===== config.mk =====
export PLATFORM = sky130hd
export DESIGN_NAME = data_memory_arbiter
export DESIGN_NICKNAME = d
export VERILOG_FILES = /design/src/rtl/dmem_arb_pkg.sv /design/src/rtl/dmem_align_check.sv /design/src/rtl/data_memory_arbiter.sv
export SDC_FILE = /design/constraint.sdc
export NUM_CORES = 1
export LEC_CHECK = 0
export BUFFER_PORTS_ARGS = -buffer_cell sky130_fd_sc_hd__buf_2
export CORE_AREA = 4 4 170 172
export DETAILED_ROUTE_END_ITERATION = 10
export DIE_AREA = 0 0 174 176
export GPL_TIMING_DRIVEN = 0
export SYNTH_ARGS = -nofsm -noshare
export SYNTH_HDL_FRONTEND = slang
export SYNTH_HIERARCHICAL = 1
export SYNTH_SLANG_ARGS = --single-unit

===== constraint.sdc =====
create_clock -name clk -period 2.5 [get_ports clk]
set_input_delay 0.375 -clock clk [delete_from_list [all_inputs] [get_ports clk]]
set_output_delay 0.375 -clock clk [all_outputs]
set_load 0.02 [all_outputs]

===== src/rtl/dmem_arb_pkg.sv =====
// Shared types and constants for the data memory arbiter.
// Size codes, FSM state encoding and the DMA starvation default.
package dmem_arb_pkg;

    typedef enum logic [1:0] {
        ST_IDLE   = 2'b00,
        ST_ACCESS = 2'b01,
        ST_RESP   = 2'b10
    } state_t;

    localparam logic [1:0] SIZE_BYTE   = 2'b00;
    localparam logic [1:0] SIZE_HALF   = 2'b01;
    localparam logic [1:0] SIZE_WORD   = 2'b10;
    localparam logic [1:0] SIZE_DOUBLE = 2'b11;

    localparam int STARVE_LIMIT_DEF = 4;

endpackage


===== src/rtl/dmem_align_check.sv =====
// Natural-alignment check for a memory access.
// Flags half/word/double accesses whose low address bits are not zero.
module dmem_align_check
    import dmem_arb_pkg::*;
(
    input  logic [1:0] i_size,
    input  logic [2:0] i_addrLow,
    output logic       o_misaligned
);

    always_comb begin
        o_misaligned = 1'b0;
        unique case (i_size)
            SIZE_BYTE:   o_misaligned = 1'b0;
            SIZE_HALF:   o_misaligned = i_addrLow[0];
            SIZE_WORD:   o_misaligned = |i_addrLow[1:0];
            SIZE_DOUBLE: o_misaligned = |i_addrLow;
            default:     o_misaligned = 1'b0;
        endcase
    end

endmodule


===== src/rtl/data_memory_arbiter.sv =====
// Two-port (core/DMA) arbiter in front of a single-ported data memory.
// Optional misalignment rejection: define DMEM_ARB_ALIGN_CHECK_EN.
module data_memory_arbiter
    import dmem_arb_pkg::*;
#(
    parameter int ADDR_WIDTH   = 11,
    parameter int STARVE_LIMIT = STARVE_LIMIT_DEF
) (
    input  logic                  clk,
    input  logic                  resetN,

    input  logic                  coreReq,
    input  logic                  coreWrite,
    input  logic [ADDR_WIDTH-1:0] coreAddress,
    input  logic [63:0]           coreWriteData,
    input  logic [1:0]            coreSize,
    input  logic                  coreSignExtended,
    output logic                  coreGrant,
    output logic                  coreValid,
    output logic [63:0]           coreReadData,
    output logic                  coreError,

    input  logic                  dmaReq,
    input  logic                  dmaWrite,
    input  logic [ADDR_WIDTH-1:0] dmaAddress,
    input  logic [63:0]           dmaWriteData,
    input  logic [1:0]            dmaSize,
    input  logic                  dmaSignExtended,
    output logic                  dmaGrant,
    output logic                  dmaValid,
    output logic [63:0]           dmaReadData,
    output logic                  dmaError,

    output logic [ADDR_WIDTH-1:0] memAddress,
    output logic [63:0]           memWriteData,
    output logic [1:0]            memSize,
    output logic                  memSignExtended,
    output logic                  memWriteEnable,
    input  logic [63:0]           memReadData,

    output logic                  busy
);

    localparam int SW = $clog2(STARVE_LIMIT + 1);

    state_t                r_state;
    state_t                w_nextState;
    logic [SW-1:0]         r_starve;
    logic                  r_selDma;
    logic                  r_write;
    logic [ADDR_WIDTH-1:0] r_addr;
    logic [63:0]           r_wdata;
    logic [1:0]            r_size;
    logic                  r_sext;
    logic [63:0]           r_coreReadData;
    logic [63:0]           r_dmaReadData;

    logic                  w_anyReq;
    logic                  w_starved;
    logic                  w_dmaWins;
    logic                  w_take;
    logic                  w_misaligned;
    logic [63:0]           w_loadData;

    assign w_anyReq  = coreReq | dmaReq;
    assign w_starved = (r_starve >= SW'(STARVE_LIMIT));
    assign w_dmaWins = dmaReq & (~coreReq | w_starved);
    assign w_take    = (r_state == ST_IDLE) & w_anyReq;

`ifdef DMEM_ARB_ALIGN_CHECK_EN
    dmem_align_check u_align (
        .i_size       (r_size),
        .i_addrLow    (r_addr[2:0]),
        .o_misaligned (w_misaligned)
    );
`else
    assign w_misaligned = 1'b0;
`endif

    // Stores and rejected accesses return zero on the response.
    assign w_loadData = (r_write | w_misaligned) ? 64'd0 : memReadData;

    always_ff @(posedge clk or negedge resetN) begin
        if (!resetN) begin
            r_state <= ST_IDLE;
        end else begin
            r_state <= w_nextState;
        end
    end

    always_comb begin
        w_nextState = r_state;
        unique case (r_state)
            ST_IDLE:   if (w_anyReq) w_nextState = ST_ACCESS;
            ST_ACCESS: w_nextState = ST_RESP;
            ST_RESP:   w_nextState = ST_IDLE;
            default:   w_nextState = ST_IDLE;
        endcase
    end

    always_comb begin
        coreGrant       = 1'b0;
        dmaGrant        = 1'b0;
        coreValid       = 1'b0;
        dmaValid        = 1'b0;
        coreError       = 1'b0;
        dmaError        = 1'b0;
        memAddress      = '0;
        memWriteData    = '0;
        memSize         = '0;
        memSignExtended = 1'b0;
        memWriteEnable  = 1'b0;
        busy            = 1'b0;
        unique case (r_state)
            ST_IDLE: begin
                coreGrant = resetN & w_anyReq & ~w_dmaWins;
                dmaGrant  = resetN & w_dmaWins;
            end
            ST_ACCESS: begin
                busy            = 1'b1;
                memAddress      = r_addr;
                memWriteData    = r_wdata;
                memSize         = r_size;
                memSignExtended = r_sext;
                memWriteEnable  = r_write & ~w_misaligned;
            end
            ST_RESP: begin
                busy      = 1'b1;
                coreValid = ~r_selDma;
                dmaValid  = r_selDma;
                coreError = ~r_selDma & w_misaligned;
                dmaError  = r_selDma & w_misaligned;
            end
            default: ;
        endcase
    end

    always_ff @(posedge clk or negedge resetN) begin
        if (!resetN) begin
            r_starve       <= '0;
            r_selDma       <= 1'b0;
            r_write        <= 1'b0;
            r_addr         <= '0;
            r_wdata        <= '0;
            r_size         <= '0;
            r_sext         <= 1'b0;
            r_coreReadData <= '0;
            r_dmaReadData  <= '0;
        end else begin
            if (w_take) begin
                r_selDma <= w_dmaWins;
                r_write  <= w_dmaWins ? dmaWrite : coreWrite;
                r_addr   <= w_dmaWins ? dmaAddress : coreAddress;
                r_wdata  <= w_dmaWins ? dmaWriteData : coreWriteData;
                r_size   <= w_dmaWins ? dmaSize : coreSize;
                r_sext   <= w_dmaWins ? dmaSignExtended : coreSignExtended;
                if (w_dmaWins) begin
                    r_starve <= '0;
                end else if (dmaReq && !w_starved) begin
                    r_starve <= r_starve + SW'(1);
                end
            end
            if (r_state == ST_ACCESS) begin
                if (r_selDma) begin
                    r_dmaReadData <= w_loadData;
                end else begin
                    r_coreReadData <= w_loadData;
                end
            end
        end
    end

    assign coreReadData = r_coreReadData;
    assign dmaReadData  = r_dmaReadData;

endmodule


==> run metrics, run 1 <==
status=completed; multi-input combinational cell area=3811 µm²; Least-Margin Pin Slew=0.6102 ns; CP delay by family, top=buffers and inverters; Placed Area=12280 µm²; mean area per synthesized cell=9.091 µm²; final core utilization=48.07%; core area=27480 µm²; worst setup margin=0.1368 ns; I/O Buffers=437; FF-to-FF Start=r_state[1]; post-route ant nets=0; drt pass-1 iters=5; worst r2r dst=coreReadData[60]; Root Driver=clkbuf_16; R2R Setup Slk=roughly 0.62 ns; Clk pin slew, worst setup/hold paths=around 0.060 ns; Crit Path Max Fanout=16; Tcrit/Tclk final=94.53%; critical path arrival=1.99 ns; Cell Rows=61; CP required=2.12 ns; YS warnings=6; share of post-route cells with drive strength above 1=34.20%; Max-Slew Margin vs Limit=59.32%; die area=slightly above 30000 µm²; RSZ-0062 raised after global routing=true; fin. max-slew vios=0; Routed WL per cell=18.69 µm; f_max=423.2 MHz; Peak VDD IR=0.0005819 V; Num CTS Buffers=24; CTS max path bufs=3; Overflow after GRT=0; Leak=roughly 6.6 nW; GRT Overall Usage=roughly 22%; commonest non-fill, non-tap cell in the layout=buf_2; H-tree depth=1; FF-to-FF path depth=9; max capacitance violation total=0; post-route cell area=approximately 13000 µm²; Worst setup endpoint=coreGrant; Clk Latency, worst-skew pair=0.52 ns; Crit path depth=8; Setup violations, final=0; Area growth syn-to-layout=37.32%; crit end category=output pin; Synth area leaders=dfrtp_1 55%, o21ai_0 10%, and2_1 5.2%; placed cells=approximately 1800; Slowest cell on crit path=dfrtp_1; WS Path Type=flop to output pin; hpwl dp=around 27 mm; clk_skew=0.01156 ns; initial antenna violation count=3; cell taking the most area after synthesis=dfrtp_1; vias per inst=4.975; #FFs+latches synth=213; Post-Synthesis Cells=1058; number of global-route vias before repair=9780; first-pass GRT wire length=roughly 54 mm; Final Critical Period=2.363 ns; Post-CTS Setup Inserts=0; Startpoint Class=flop; Final nets=1753; GP Congestion=about 0.84; HP Class=primary input to flop; worst-path cell chain=inv_2 -> ha_4 -> o21a_1 -> buf_12 -> buf_8 -> nand2_1 -> nor2_1 -> buf_4; CP max stage delay=0.41 ns; Worst setup startpoint=r_state[0]; Post-Route WL=approximately 35 mm; Seq. cell area=5330 µm²; Layout Cells excl Fill=1887; 1st-iter DRT viols=480; Critical path buffers and inverters=4; die span in x=174 µm; # fillers=2794; initial core utilization=a little over a third; dpl ws=0.07084 ns; post-synthesis cell area=9618 µm²; setup TNS=0 ns; largest net degree at the start of global routing=120; cell area power density=1328 nW/µm²; register area share after synthesis=55.42%; I/O pin count=440; vias=around 9400; die outline height=176 µm; most frequent cells in the layout=454 x buf_2, 213 x dfrtp_1, 194 x o21ai_0, 132 x nand2_1, 83 x nor2_1; Synth top area share=between 50% and 60%; DR DRC count=0; Clock Sinks=213; Fin. Hold Viols=0; Netlist cell types=24; CTS tree=done
[area by class of cell]
class	instances	area share [%]
diodes	3	0.05684
plain buffers	97	3.827
clock buffers	37	5.760
clock inverters	5	0.7579
inverters	4	0.1137
multi-input cells	743	28.86
flip-flops and latches	213	40.36
well taps	346	3.278
repair buffers	439	17.00
[worst min path at each step]
stage	start	end	slack, ns	cells past startpoint
final	coreAddress[5]	r_addr[5]	0.13	3
after global routing	coreWriteData[62]	r_wdata[62]	0.11	3
after CTS	coreAddress[5]	r_addr[5]	0.10	3
after detailed placement	resetN	r_wdata[8]	0.43	1
after global placement	dmaReadData[24]	dmaReadData[24]	0.46	2
after floorplan	resetN	coreReadData[0]	0.08	0
[sequential cells by signal, summed over array words and instances (netlist names)]
register and cells:
r_size 2, r_sext 1, r_state 2, r_wdata 64, r_starve 3, r_addr 11
coreReadData 64, r_selDma 1, dmaReadData 64, r_write 1
[report_power, final]
group | internal [mW] | switching, mW
Clock | 2.39 | 1.42
Sequential | 4.93 | 0.762
Combinational | 2.80 | 5.25
Total | 10.1 | 7.43
[per-layer routing]
layer,part of all wire [%],vias up,track usage [%]
met5,0.037,-,0
li1,-,4518,-
met3,8.4,64,6.552
met1,39,4418,25.85
met4,2.9,2,6.631
met2,50,386,39.49
[tightest hold or removal path, cell delays in order]
cell and delay, ns:
buf_2 0.09, o21ai_0 0.06, a31oi_1 0.08
[cell families (layout without fill, tap and decap cells)]
family / count (synthesis) / count (layout) / synth area share (%)
other: 1 / 5 / 0.03899
adders and majority gates: 5 / 5 / 0.6504
and+or+nand+nor: 443 / 443 / 22.19
DFF: 213 / 213 / 55.42
buffers and inverters: 103 / 582 / 5.125
AOI/OAI and AO/OA: 291 / 291 / 16.34
muxes: 2 / 2 / 0.2341
[metrics by stage]
| step | hold WS (ns) | power, mW |
|---|---|---|
| final | 0.1295 | 17.54 |
| after global placement | 0.4564 | 13.71 |
| after floorplan | 0.07941 | 10.63 |
| after CTS | 0.1040 | 17.69 |
| after detailed placement | 0.4336 | 13.83 |
| after global routing | 0.1080 | 18.81 |
[cells in the mapped netlist]
cell         n
o21a_1       1
buf_6        5
mux2_2       2
dfrtp_1    213
o2bb2ai_1    1
nor2b_1      2
a21boi_0     1
inv_1        4
ha_1         5
nand2_1    132
a22o_1       2
nor2_1      83
a31oi_1     79
and3_1       1
o21ai_0    194
conb_1       1
nand2b_1    66
buf_2       21
nand3_1     79
o21ai_1     13
clkbuf_2     1
and2_1      80
buf_4       11
clkbuf_1    61
[what timing repair did]
action                                  in CTS  in global routing
gates resized for setup                     11                 18
hold buffers                                 1                  0
endpoints found under the setup margin      31                 52
hold endpoints to repair                    94                  0
Note: power is estimated with default switching activity, not from simulation.
==> inputs of run 2 (changes only) <==
--- a/config.mk
+++ b/config.mk
@@ -6,10 +6,13 @@
 export NUM_CORES = 1
 export LEC_CHECK = 0
 export BUFFER_PORTS_ARGS = -buffer_cell sky130_fd_sc_hd__buf_2
-export CORE_AREA = 4 4 170 172
+export CELL_PAD_IN_SITES_DETAIL_PLACEMENT = 1
+export CELL_PAD_IN_SITES_GLOBAL_PLACEMENT = 1
+export CORE_MARGIN = 4
+export CORE_UTILIZATION = 37
 export DETAILED_ROUTE_END_ITERATION = 10
-export DIE_AREA = 0 0 174 176
 export GPL_TIMING_DRIVEN = 0
+export PLACE_DENSITY_LB_ADDON = 0.1
 export SYNTH_ARGS = -nofsm -noshare
 export SYNTH_HDL_FRONTEND = slang
 export SYNTH_HIERARCHICAL = 1
==> run metrics, run 2 (synthesis results as in run 1) <==
I/O pin count=440; HP Class=primary input to flop; die outline height=169.2 µm; number of global-route vias before repair=10290; Post-Route WL=38.49 mm; vias=slightly below 10000; Tcrit/Tclk final=95.06%; Crit Path Max Fanout=10; Leak=6.573 nW; Peak VDD IR=0.0006269 V; die area=28640 µm²; fin. max-slew vios=0; Clk pin slew, worst setup/hold paths=0.06 ns; Critical path buffers and inverters=4; register share of total power=32.4%; I/O Buffers=between 400 and 500; status=completed; Net Sw Frac=around 43%; Setup violations, final=0; Root Driver=clkbuf_16; worst r2r dst=dmaReadData[22]; Combinational Power Share=46.7%; H-tree depth=1; FF-to-FF path depth=8; CP max stage delay=0.40 ns; worst-path cell chain=inv_2 -> ha_4 -> o21a_1 -> buf_12 -> buf_6 -> nand2_1 -> nor2_1 -> buf_4; DR DRC count=0; Final Critical Period=between 2 and 2.5 ns; initial antenna violation count=18; Cell Rows=58; WS Path Type=flop to output pin; Area growth syn-to-layout=36.93%; P_int=9.925 mW; dpl ws=0.1075 ns; CTS tree=done; post-route ant nets=0; 1st-iter DRT viols=540; core area=approximately 25000 µm²; CP delay by family, top=buffers and inverters; Fin. Hold Viols=0; Clk Latency, worst-skew pair=between 0.5 and 0.6 ns; Final nets=~1800; Overflow after GRT=0; worst setup margin=0.1235 ns; GP Congestion=around 0.84; Min-Delay Endpoint=r_wdata[1]; initial core utilization=37.87%; Worst Hold Depth=3; first-pass GRT wire length=58.46 mm; GRT Overall Usage=25.60%; clk_skew=0.01345 ns; final core utilization=about half; cell area power density=about 1300 nW/µm²; Startpoint Class=flop; max capacitance violation total=0; clock power share=around a fifth; f_max=420.8 MHz; hold_sp=coreWriteData[1]; reported net switching power=7.606 mW; Slowest cell on crit path=dfrtp_1; share of post-route cells with drive strength above 1=34.33%; critical path arrival=~2 ns; commonest non-fill, non-tap cell in the layout=buf_2; Crit path depth=8; Least-Margin Pin Slew=0.6343 ns; Max-Slew Margin vs Limit=57.71%; R2R Setup Slk=0.53 ns; drt pass-1 iters=4; CTS max path bufs=3; vias per inst=5.178; Routed WL per cell=20.49 µm; CP required=2.12 ns; most frequent cells in the layout=455 x buf_2, 213 x dfrtp_1, 194 x o21ai_0, 132 x nand2_1, 83 x nor2_1; hpwl dp=28.75 mm; Clock Sinks=213; Num CTS Buffers=24; die span in x=approximately 170 µm; crit end category=output pin; FF-to-FF Start=r_state[1]; largest net degree at the start of global routing=about 110
## run 2: cell types whose count changed in the layout (fill, tap and decap cells not counted)
cell        delta
diode_2        +4
buf_2          +1
bufinv_16      -1
clkinv_2       +3
clkbuf_8       -3
inv_6          +1
buf_4          +1
clkinvlp_4     +1
## run 2: final cells by class
cell class | instances | area, µm²
antenna | 7 | 17.52
buffer | 97 | 495.5
sequential | 213 | 5330
tap | 330 | 412.9
fill | 3198 | 12230
inverter | 4 | 15.01
clock inverter | 9 | 101.3
multi-input combinational | 743 | 3811
clock buffer | 34 | 719.4
timing repair buffer | 441 | 2267
## run 2: power by group through the flow
stage | Sequential, mW | Combinational [mW] | Clock, mW
after floorplan | 6.55 | 4.08 | 0
after global placement | 5.64 | 8.03 | 0
after detailed placement | 5.72 | 8.19 | 0
after CTS | 5.67 | 8.27 | 3.75
after global routing | 5.86 | 8.98 | 3.91
final | 5.67 | 8.19 | 3.66
## run 2: metrics by stage
step / cells / TNS, ns / total power, mW / hold slack [ns] / area, µm²
finish: 1878 / 0 / 17.53 / 0.1400 / 13170
detailed placement: 1827 / 0 / 13.91 / 0.4645 / 12260
global route: 1878 / -0.002240 / 18.74 / 0.1247 / 13170
global placement: 1826 / -612.94 / 13.67 / 0.4555 / 12220
floorplan: 1059 / 0 / 10.63 / 0.07941 / 9622
CTS: 1869 / 0 / 17.69 / -0.04939 / 13100
## run 2: tightest hold or removal path, cell delays in order
cell and delay (ns):
buf_2 0.09, o21ai_0 0.06, a31oi_1 0.08
## run 2: per-layer routing
metal / wire, µm / vias to the layer above / GRT usage [%] / part of all wire [%]
li1: - / 4518 / - / -
met1: 14710 / 4768 / 29.85 / 38
met2: 19450 / 343 / 46.17 / 51
met3: 3140 / 75 / 7.477 / 8.2
met4: 1063 / 20 / 6.720 / 2.8
met5: 122 / - / 0 / 0.32
## run 2: repair_timing
action / CTS / global route
pin swaps: 0 / 1
endpoints found under the setup margin: 30 / 50
setup buffers: 0 / 1
endpoints found under the hold margin: 102 / 32
resized for setup: 12 / 13
## run 2: how the worst max path moves through the flow
stage,slack [ns],from,endpoint
after floorplan,0.62,r_state[0],coreGrant
after global placement,-2.87,resetN,r_wdata[59]
after detailed placement,0.11,r_state[1],memSignExtended
after CTS,0.02,r_state[1],memWriteData[8]
after global routing,-0.002,r_state[1],memSignExtended
final,0.12,r_state[0],coreGrant
